`config.mk`:
```
export PLATFORM = sky130hd
export DESIGN_NAME = varredura_matriz_leds
export DESIGN_NICKNAME = d
export VERILOG_FILES = /design/src/rtl/varredura_matriz_leds.sv
export SDC_FILE = /design/constraint.sdc
export NUM_CORES = 1
export LEC_CHECK = 0
export BUFFER_PORTS_ARGS = -buffer_cell sky130_fd_sc_hd__buf_2
export CAP_MARGIN = 20
export CORE_UTILIZATION = 45
export DETAILED_ROUTE_END_ITERATION = 8
export PLACE_DENSITY = 0.75
export SYNTH_ARGS = -nofsm -noshare
export SYNTH_HDL_FRONTEND = slang
export SYNTH_SLANG_ARGS = --single-unit
export TNS_END_PERCENT = 50
```
`constraint.sdc`:
```
create_clock -name clock -period 1.9 [get_ports clock]
set_input_delay 0.095 -clock clock [delete_from_list [all_inputs] [get_ports clock]]
set_output_delay 0.095 -clock clock [all_outputs]
set_load 0.1 [all_outputs]
```
`src/rtl/varredura_matriz_leds.sv`:
```
// varredura_matriz_leds: column-multiplexed scan of a 5x7 shot map onto an LED matrix
// with a blinking cursor overlaid at the selected cell.
module varredura_matriz_leds #(
    parameter int DIV_SCAN  = 1000,
    parameter int BLINK_DIV = 50
) (
    input  logic       clock,
    input  logic       reset,
    input  logic       enable,
    input  logic [6:0] matriz0,
    input  logic [6:0] matriz1,
    input  logic [6:0] matriz2,
    input  logic [6:0] matriz3,
    input  logic [6:0] matriz4,
    input  logic [2:0] coordColuna,
    input  logic [2:0] coordLinha,
    input  logic       mostrar_cursor,
    output logic [4:0] colunas,
    output logic [6:0] linhas,
    output logic       fim_quadro
);
    localparam int PW = $clog2(DIV_SCAN);
    localparam int FW = $clog2(BLINK_DIV + 1);
    localparam logic [PW-1:0] PRESC_MAX = PW'(DIV_SCAN - 1);
    localparam logic [FW-1:0] FRAME_MAX = FW'(BLINK_DIV - 1);

    logic [PW-1:0] presc_q, presc_d;
    logic [2:0]    col_idx_q, col_idx_d;
    logic [FW-1:0] frame_cnt_q, frame_cnt_d;
    logic          blink_q, blink_d;
    logic [4:0]    colunas_q, colunas_d;
    logic [6:0]    linhas_q, linhas_d;
    logic          fim_quadro_q, fim_quadro_d;
    logic          fim_col, fim_frame, fim_blink, cursor_on;
    logic [6:0]    dado, mask;

    always_comb begin
        fim_col      = presc_q == PRESC_MAX;
        fim_frame    = fim_col && col_idx_q == 3'd4;
        fim_blink    = fim_frame && frame_cnt_q == FRAME_MAX;
        presc_d      = fim_col ? '0 : presc_q + PW'(1);
        col_idx_d    = !fim_col ? col_idx_q : fim_frame ? 3'd0 : col_idx_q + 3'd1;
        frame_cnt_d  = !fim_frame ? frame_cnt_q : fim_blink ? '0 : frame_cnt_q + FW'(1);
        blink_d      = blink_q ^ fim_blink;
        dado         = col_idx_q == 3'd0 ? matriz0 :
                       col_idx_q == 3'd1 ? matriz1 :
                       col_idx_q == 3'd2 ? matriz2 :
                       col_idx_q == 3'd3 ? matriz3 : matriz4;
        // out-of-range coordinates never select a cell, so the raw map shows through
        cursor_on    = mostrar_cursor && coordColuna <= 3'd4 && coordLinha <= 3'd6 &&
                       coordColuna == col_idx_q;
        mask         = cursor_on ? 7'd1 << coordLinha : 7'd0;
        colunas_d    = 5'd1 << col_idx_q;
        linhas_d     = ~((dado & ~mask) | (blink_q ? mask : 7'd0));
        fim_quadro_d = fim_frame;
    end

    always_ff @(posedge clock) begin
        if (!reset || !enable) begin
            presc_q      <= '0;
            col_idx_q    <= 3'd0;
            frame_cnt_q  <= '0;
            blink_q      <= 1'b0;
            colunas_q    <= 5'd0;
            linhas_q     <= 7'h7f;
            fim_quadro_q <= 1'b0;
        end else begin
            presc_q      <= presc_d;
            col_idx_q    <= col_idx_d;
            frame_cnt_q  <= frame_cnt_d;
            blink_q      <= blink_d;
            colunas_q    <= colunas_d;
            linhas_q     <= linhas_d;
            fim_quadro_q <= fim_quadro_d;
        end
    end

    assign colunas    = colunas_q;
    assign linhas     = linhas_q;
    assign fim_quadro = fim_quadro_q;
endmodule

```
==> impl_metrics.toml <==
[run_status]
outcome = "finished, final reports clean"

[place]
placed_cell_area_um2 = 2200
gp_congestion = 0.879
numPortBuffers = 57
place_ws_ns = 0.0445
dp_hpwl_um = 3220

[route]
avgViaCountPerCell = 5.25
via_count = 1681
first_pass_iters = 4
detail-route-antenna-nets = 0
wl_per_cell_um = 13.1
drc = 0
wl_um = 4200
detail_route.iter0.violations = 98

[finish]
num_antenna_cells = 0
utilization_pct = 62.8
layout-drive-gt1-share_pct = 34.9
final_nets = 325
area_growth_pct = 31.9
stdcell_area_um2 = 2330

[timing]
rsz0062_at_grt = "no"
worstMarginPinSlew_ns = 0.491
slew_headroom_pct = 67.5
finalSetupViolCount = 0
skew_ns = 0.00304
period_needed_ns = 1.78
hold_viol = 0
fmax_mhz = 563
final_max_slew_viol_count = 0
layout_setup_ws_ns = 0.122
fin_tns_setup_ns = 0
min_period_over_period_pct = 93.6

[yosys]
synthMostInstantiatedCell = "dfxtp_1"
synth-seq-cells = 33
synth_cell_types = 43
synth_edf_count = 0
yosysSeqAreaShare_pct = 37.3
synth_common_cells = "dfxtp_1 (33), nor2_1 (23), nand2_1 (14), a21oi_1 (10), o21ai_0 (10)"
ys.flop_type = "dfxtp_1"
yosys_warnings = 0
syn_avg_cell_area_um2 = 8.81
synth_top_area_share_pct = 37.3
synth_top_area_cell = "dfxtp_1"
async_flop_share_pct = 0
syn_area_um2 = 1770
synth_area_leaders = "dfxtp_1 (37%), ha_1 (5.7%), mux2i_1 (5.1%), nor2_1 (4.9%), xor2_1 (4.0%)"
synth_cells = 201
synth_nets = 254

[floorplanning]
initial_utilization_pct = 47.6
die_area_um2 = 4190
coreArea_um2 = 3720
die_y_um = 64.7
ioPinCount = 58
fp.dieW_um = 64.7
num_rows = 22

[worst_setup_path]
crit_fanout = 6
slowest_delay_ns = 0.57
path_depth = 5
rr_endpoint = "linhas[3]"
startpoint = "col_idx_q[0]"
criticalPathCategory = "reg2reg"
cp.buffers_inverters = 0
r2r-start = "col_idx_q[0]"
reg2regPathDepth = 5
crit_end = "linhas[3]"
crit_required_ns = 2.04
ff2ff_setup_slack_ns = 0.12
cp_slowest_cell = "or4b_1"
start_kind = "register"
endpoint_kind = "register"
cp_top_family = "simple AND/OR/NAND/NOR gates"
crit_chain = "or4b_1 -> nor3b_4 -> o211ai_2 -> o221ai_1 -> o311ai_1"
critPathArrivalTime_ns = 1.92

[cts]
tritoncts = "built"
cts_made_buffers = 5
clk-insertion-delay-late_ns = 0.28
clockRootBuffer = "clkbuf_8"
clk_pin_slew_ns = 0.06
post_cts_buffers = 0
cts_max_level = 2
clock_tree.buffer_depth = 2
cts.sink_count = 33

[global_routing]
grt_max_degree = 12
antenna_found_initial = 0
grt_pass1_vias = 1476
grt_first_pass_wirelength_um = 6620
grt_overflow_total = 0
grt_util_all_layers_pct = 20.8

[pwr]
peakVddDrop_mv = 0.505
power_density_nw_per_um2 = 638
power.leakage_nw = 0.966

[worst_hold_path]
hold_class = "in2reg"

[run]
drv_cap = 0
-- how the worst min path moves through the flow --
stage | start | endpoint | slack, ns | depth (start not counted)
floorplan | enable | colunas[1] | 0.24 | 2
global placement | presc_q[0] | presc_q[0] | 0.44 | 1
detailed placement | presc_q[0] | presc_q[0] | 0.45 | 1
CTS | mostrar_cursor | linhas[3] | 0.17 | 3
global route | coordLinha[0] | linhas[5] | 0.19 | 3
finish | mostrar_cursor | linhas[6] | 0.19 | 3
-- where the power goes --
part | switching [W] | leakage, nW | total [W] | internal, W
Sequential | 0.00000414 | 0.269 | 0.000705 | 0.000701
Combinational | 0.000108 | 0.644 | 0.000170 | 0.0000625
Clock | 0.000235 | 0.0540 | 0.000615 | 0.000380
-- logic make-up (layout without fill, tap and decap cells) --
group | count (synthesis) | count (layout) | share of synthesized area, %
AOI/OAI and AO/OA | 42 | 42 | 16.5
xor gates and xnor gates | 15 | 15 | 7.42
adders and majority gates | 8 | 8 | 5.65
buffers and inverters | 15 | 86 | 3.25
DFF | 33 | 33 | 37.3
muxes | 9 | 9 | 5.09
and+or+nand+nor | 79 | 79 | 24.7
-- registers in the layout, summed over array words and instances (netlist names) --
signal / count
presc_q: 10
linhas: 7
frame_cnt_q: 6
colunas: 5
col_idx_q: 3
blink_q: 1
fim_quadro: 1
-- per-layer routing --
layer | share of wire, % | vias to the layer above | routed length (µm) | global-route usage [%]
met5 | 0 | - | 0 | 0
met4 | 2.0 | 0 | 82 | 9.17
met3 | 6.0 | 10 | 252 | 5.63
met2 | 45 | 53 | 1900 | 33.2
met1 | 47 | 756 | 1960 | 25.9
li1 | - | 862 | - | -
-- tightest hold or removal path, stage by stage --
cell	delay, ns
buf_2	0.12
o211ai_2	0.11
o311ai_1	0.09
-- repair_timing --
item / in CTS / in global routing
setup endpoints to repair: 0 / 10
hold buffers: 0 / 0
resized for setup: 0 / 10
-- through the flow --
stage / instances / power [W] / hold WS (ns)
global placement: 313 / 0.000887 / 0.443
floorplan: 201 / 0.000817 / 0.236
detailed placement: 313 / 0.000887 / 0.454
finish: 320 / 0.00149 / 0.188
CTS: 320 / 0.00151 / 0.169
global route: 320 / 0.00155 / 0.189
-- cells in the final DEF, fill, tap and decap left out, types with 2 or more instances in the layout --
master and instances:
nor4_4 2, nor4_1 4, nand4_1 2, nand2b_1 5
ha_1 7, nor2b_1 5, dfxtp_2 2, a221oi_1 3
nor3_2 2, nor2_1 22, a21oi_1 10, xnor2_1 7
buf_2 57, dfxtp_1 31, nand3_1 8, xor2_1 8
clkbuf_8 5, o311ai_1 5, o21ai_0 8, nand2_1 14
o21ai_1 3, a2bb2oi_1 2, and3_1 4, buf_4 16
mux2i_1 9, inv_1 6, o32a_1 3, o211ai_1 2
-- cell type report --
type,instances,area (µm²)
clock inverter,2,35.0
timing repair buffer,73,405
multi-input combinational,153,1080
clock buffer,5,68.8
inverter,6,22.5
sequential,33,663
fill,328,1380
tap,48,60.1
Power figures use the tool's default switching activity.
